File: config.mk
export PLATFORM = sky130hd
export DESIGN_NAME = collatz_sched
export DESIGN_NICKNAME = d
export VERILOG_FILES = /design/src/rtl/collatz_sched.sv
export SDC_FILE = /design/constraint.sdc
export NUM_CORES = 1
export LEC_CHECK = 0
export ABC_AREA = 1
export CAP_MARGIN = 20
export CORE_ASPECT_RATIO = 1.1
export CORE_MARGIN = 2
export CORE_UTILIZATION = 45
export CTS_CLUSTER_DIAMETER = 30
export DETAILED_ROUTE_END_ITERATION = 6
export HOLD_SLACK_MARGIN = 0.1
export PLACE_DENSITY = 0.85
export SYNTH_ARGS = -nofsm -noshare
export SYNTH_HDL_FRONTEND = slang
export SYNTH_SLANG_ARGS = --single-unit
File: constraint.sdc
create_clock -name clk -period 10.3 [get_ports clk]
set_clock_uncertainty 0.2 [all_clocks]
set_input_delay 1.03 -clock clk [delete_from_list [all_inputs] [get_ports clk]]
set_output_delay 1.03 -clock clk [all_outputs]
set_load 0.1 [all_outputs]
File: src/rtl/collatz_sched.sv
// Round-robin scheduler sharing one collatz kernel between NUM_REQ requesters.
// Handshake: a requester holds req_valid/req_n until it sees its one-cycle
// req_ready pulse; the job result returns as a one-cycle resp_valid pulse on
// the same requester's bit, with resp_data/resp_timeout valid in that cycle.
// FSM state is visible as r_state (state_t) for checkers.
module collatz_sched #(
  parameter int NUM_REQ    = 4,
  parameter int RST_CYCLES = 2,
  parameter int TIMEOUT    = 65535
) (
  input  logic                   clk,
  input  logic                   rst,
  input  logic [NUM_REQ-1:0]     req_valid,
  input  logic [32*NUM_REQ-1:0]  req_n,
  output logic [NUM_REQ-1:0]     req_ready,
  output logic [NUM_REQ-1:0]     resp_valid,
  output logic [31:0]            resp_data,
  output logic                   resp_timeout,
  output logic                   busy,
  output logic                   kern_rst_n,
  output logic                   kern_start,
  output logic [31:0]            kern_n,
  input  logic                   kern_finish,
  input  logic [31:0]            kern_ret
);

  localparam int GW = $clog2(NUM_REQ);
  localparam int RW = $clog2(RST_CYCLES + 1);
  localparam int WW = $clog2(TIMEOUT);
  localparam logic [NUM_REQ-1:0] ONE = NUM_REQ'(1);

  typedef enum logic [1:0] {S_IDLE, S_KRST, S_RUN, S_RESP} state_t;

  state_t             r_state;
  state_t             w_state_nxt;
  logic [GW-1:0]      r_last_grant;
  logic [GW-1:0]      r_g_q;
  logic [31:0]        r_n_q;
  logic [RW-1:0]      r_rcnt;
  logic [WW-1:0]      r_wdog;
  logic [NUM_REQ-1:0] r_req_ready;
  logic [NUM_REQ-1:0] r_resp_valid;
  logic [31:0]        r_resp_data;
  logic               r_resp_timeout;
  logic               r_busy;
  logic               r_kern_rst_n;
  logic               r_kern_start;
  logic [31:0]        r_kern_n;

  logic               w_found;
  logic [GW-1:0]      w_gnt;
  logic [GW-1:0]      w_idx;
  logic [31:0]        w_gnt_n;
  logic               w_wdog_exp;

  assign req_ready    = r_req_ready;
  assign resp_valid   = r_resp_valid;
  assign resp_data    = r_resp_data;
  assign resp_timeout = r_resp_timeout;
  assign busy         = r_busy;
  assign kern_rst_n   = r_kern_rst_n;
  assign kern_start   = r_kern_start;
  assign kern_n       = r_kern_n;

  assign w_wdog_exp = (r_wdog == WW'(TIMEOUT - 1));

  // Round-robin search: first valid requester after last_grant, wrapping.
  always_comb begin
    w_found = 1'b0;
    w_gnt   = '0;
    w_idx   = '0;
    w_gnt_n = '0;
    for (int i = 1; i <= NUM_REQ; i++) begin
      w_idx = GW'((int'(r_last_grant) + i) % NUM_REQ);
      if (!w_found && req_valid[w_idx]) begin
        w_found = 1'b1;
        w_gnt   = w_idx;
        w_gnt_n = req_n[{w_idx, 5'd0} +: 32];
      end
    end
  end

  // State register.
  always_ff @(posedge clk or posedge rst) begin
    if (rst) r_state <= S_IDLE;
    else     r_state <= w_state_nxt;
  end

  // Next-state logic; kernel finish beats the watchdog on the same cycle.
  always_comb begin
    w_state_nxt = r_state;
    case (r_state)
      S_IDLE:  if (w_found) w_state_nxt = S_KRST;
      S_KRST:  if (r_rcnt == '0) w_state_nxt = S_RUN;
      S_RUN:   if (kern_finish || w_wdog_exp) w_state_nxt = S_RESP;
      S_RESP:  w_state_nxt = S_IDLE;
      default: w_state_nxt = S_IDLE;
    endcase
  end

  // Datapath and registered outputs, all derived from the upcoming state.
  always_ff @(posedge clk or posedge rst) begin
    if (rst) begin
      r_last_grant   <= GW'(NUM_REQ - 1);
      r_g_q          <= '0;
      r_n_q          <= '0;
      r_rcnt         <= '0;
      r_wdog         <= '0;
      r_req_ready    <= '0;
      r_resp_valid   <= '0;
      r_resp_data    <= '0;
      r_resp_timeout <= 1'b0;
      r_busy         <= 1'b0;
      r_kern_rst_n   <= 1'b0;
      r_kern_start   <= 1'b0;
      r_kern_n       <= '0;
    end else begin
      r_busy       <= (w_state_nxt != S_IDLE);
      r_kern_rst_n <= (w_state_nxt == S_RUN);
      r_kern_start <= (w_state_nxt == S_RUN);
      r_req_ready  <= '0;
      r_resp_valid <= '0;
      case (r_state)
        S_IDLE: begin
          if (w_found) begin
            r_req_ready <= ONE << w_gnt;
            r_n_q       <= w_gnt_n;
            r_g_q       <= w_gnt;
            r_rcnt      <= RW'(RST_CYCLES - 1);
          end
        end
        S_KRST: begin
          if (r_rcnt == '0) begin
            r_wdog   <= '0;
            r_kern_n <= r_n_q;
          end else begin
            r_rcnt <= r_rcnt - 1'b1;
          end
        end
        S_RUN: begin
          r_wdog <= r_wdog + 1'b1;
          if (kern_finish) begin
            r_resp_data    <= kern_ret;
            r_resp_timeout <= 1'b0;
            r_resp_valid   <= ONE << r_g_q;
          end else if (w_wdog_exp) begin
            r_resp_data    <= 32'hFFFF_FFFF;
            r_resp_timeout <= 1'b1;
            r_resp_valid   <= ONE << r_g_q;
          end
        end
        S_RESP: begin
          r_last_grant <= r_g_q;
        end
        default: ;
      endcase
    end
  end

endmodule

==> flow_summary.toml <==
[power_and_ir_drop]
p_switching_mw = 2.58
peakVddDrop_mv = 0.174
clockPowerShare = 0.133
comb_power_share = 0.677
intPower_mw = 1.86
p_sw_frac = 0.581
p_leak_nw = 6.80
pwr-share-seq = 0.190
p_per_area_nw_per_um2 = 355

[floorplan]
die_w_um = 143
die_y_um = 157
rows = 55
core_area_um2 = 20700
ios = 243
initial_utilization = 0.461
die_area_um2 = 22400

[critical_path]
critPathLaunchType = "flop"
slowest_delay_ns = 0.62
path_buf_inv = 4
cpMostUsedCell = "nand2_2"
cpLargestDelayFamily = "buffers and inverters"
critPathMaxFanout = 73
cp_cell_sequence = "buf_4 -> inv_2 -> nand2_1 -> nand2_2 -> buf_4 -> nand2_2 -> nand2_4 -> nor2_4 -> nand3_1 -> nand2_2 -> inv_2 -> nand2_1 -> o21ai_0"
cp.arrival_ns = 4.79
critical-path-slowest-cell = "inv_2"
crit_path_end_kind = "flop"
path_class = "reg2reg"
crit_required_ns = 10.38

[sta]
setup_viol_count_final = 0
drv_slew = 0
hold_viol = 0
worstMarginPinSlew_ns = 1.06
period_needed_ns = 4.70
slew_headroom = 0.288
fin_crit_sh = 0.457
final.setup.tns_ns = 0
grt_setup_unrepaired = "false"
max_freq_ghz = 0.213

[route]
met1Wirelength_um = 12000
wl_um = 27900
firstDrtPassIters = 6
met2_length_um = 13200
drtAntennaViolNets = 0
vias = 10600
wl_per_cell_um = 13.3
top_layer_used = "met4"
drc = 0
drt_iter0_markers = 946
wl_met3_um = 2090
vias_per_cell = 5.07

[final_layout]
drive_above_1_share = 0.0348
synthToLayoutAreaGrowth_pct = 31.5
antenna-diode-count = 0
finish.utilization = 0.606
num-nets-final = 1966

[run]
maxCapViolations = 0

[clock_network]
clk_pin_slew_ns = 0.06
htree_num_levels = 4
cts_buffers = 17
cts_tree = "done"
clock_latency_ns = 0.42
cts_hold_buf = 0
root_buffer = "clkbuf_16"
post-cts-setup-buffer-count = 0
ctsResizeCount = 0
clk_path_buf_depth = 2
cts_sinks = 131

[yosys]
synth-seq-area-share = 0.344
synth.most_common_cell = "nand2_1"
yosys.area_share.simple = 0.505
synth-seq-cells = 131
synth_top_cells_by_area = "nand2_1 42%, dfrtp_1 34%, nand3_1 4.4%, buf_2 2.9%, o22a_1 2.9%"
synth_top_family_by_area = "simple AND/OR/NAND/NOR gates"
yosys.area.top_type_share = 0.415
synthXorXnorAreaFrac = 0
async_flop_share = 1.00
synth_edf_count = 0
syn_area_um2 = 9540
syn_avg_cell_area_um2 = 5.88
syn_inst = 1623
synthAdderAreaFrac = 0.00393
synth_mux_area_frac = 0.00105
synth_compound_area_frac = 0.0620
yosys_warnings = 0
syn-num-nets = 1793
yosysTopAreaCell = "nand2_1"
synth-main-ff-cell = "dfrtp_1"
yosysUniqueCellTypes = 31
synth_common_cells = "1056 x nand2_1, 129 x dfrtp_1, 84 x nand3_1"

[grt]
antenna_found_initial = 0
grt.overflow.total = 0
grt_use_total = 0.248
grt_pass1_vias = 9441
grt_max_degree = 97
grt_pass1_wl_um = 45400

[worst_hold_path]
hold_path.class = "reg2reg"

[place]
place_congestion = 0.903
dp_hpwl_um = 20100
numPortBuffers = 242

[outcome]
outcome = "completed"
-- stage by stage --
step | total power [mW] | std cells | instance area, um^2 | worst slack (ns) | hold slack [ns]
finish | 4.45 | 2094 | 12500 | 5.60 | 0.266
global route | 4.79 | 2094 | 12500 | 5.24 | 0.285
CTS | 4.43 | 2092 | 12500 | 5.63 | 0.272
detailed placement | 3.82 | 2060 | 11900 | 5.63 | 0.259
global placement | 3.75 | 2060 | 11900 | 5.82 | 0.254
floorplan | 3.18 | 1623 | 9540 | 5.58 | 0.224
-- routing by layer --
metal,GRT usage,vias up
met5,0,-
met4,0.0731,0
met3,0.0398,43
met2,0.418,435
met1,0.328,4772
li1,-,5371
-- registers in the layout, summed over array words and instances, names as in the netlist --
signal        count
r_state           2
r_g_q             2
r_n_q            32
r_wdog           16
resp_valid        4
r_rcnt            2
resp_data        32
r_last_grant      2
kern_start        1
busy              1
kern_n           32
resp_timeout      1
req_ready         4
-- worst register-to-register path, cell delays in order (launching register included) --
cell     delay [ns]
dfstp_2        0.52
buf_4          0.55
inv_2          0.64
nand2_1        0.24
nand2_2        0.06
buf_4          0.33
nand2_2        0.20
nand2_4        0.26
nor2_4         0.18
nand3_1        0.12
nand2_2        0.53
inv_2          0.43
nand2_1        0.20
o21ai_0        0.10
-- power by group through the flow --
stage	Combinational (mW)	Clock [mW]	Sequential, mW
after global placement	2.91	0	0.838
final	3.01	0.593	0.844
after global routing	3.29	0.628	0.867
after CTS	2.98	0.599	0.843
after detailed placement	2.97	0	0.850
after floorplan	1.55	0	1.63
-- cell families after synthesis --
kind of cell,after synthesis
AOI/OAI and AO/OA,92
adders and majority gates,3
buffers and inverters,176
DFF,131
muxes,1
and+or+nand+nor,1220
-- layout by cell type (no fill, tap or decap), types with 4 or more instances in the layout --
cell type	synthesis	layout
a21oi_1	37	37
clkdlybuf4s50_1	0	242
nand3_1	84	84
inv_1	68	67
o22a_1	32	32
clkbuf_16	0	17
clkinv_2	0	4
nor2_1	28	28
buf_4	9	13
nand2_1	1056	1055
o21ai_0	16	16
nor3_1	6	6
nand4_1	37	37
dfrtp_1	129	129
nand2_2	4	5
-- worst paths after layout --
kind	startpoint	endpoint	slack, ns	cells past startpoint
min reg2reg	kern_n[27]	kern_n[27]	0.27	2
max in group asynchronous	rst	r_last_grant[1]	8.07	4
max reg2reg	r_last_grant[1]	r_g_q[1]	5.60	13
max	r_last_grant[1]	r_g_q[1]	5.60	13
min in group asynchronous	rst	resp_data[23]	0.81	2
min	kern_n[27]	kern_n[27]	0.27	2
-- layout make-up --
cell class / instances / area, um^2
repair buffers: 257 / 2570
fillers: 1843 / 8170
inverters: 73 / 280
clock buffers: 20 / 457
multi-input cells: 1316 / 5460
well taps: 285 / 357
clock inverters: 12 / 133
flip-flops and latches: 131 / 3280
No activity file was read; power rests on OpenSTA's default activity.
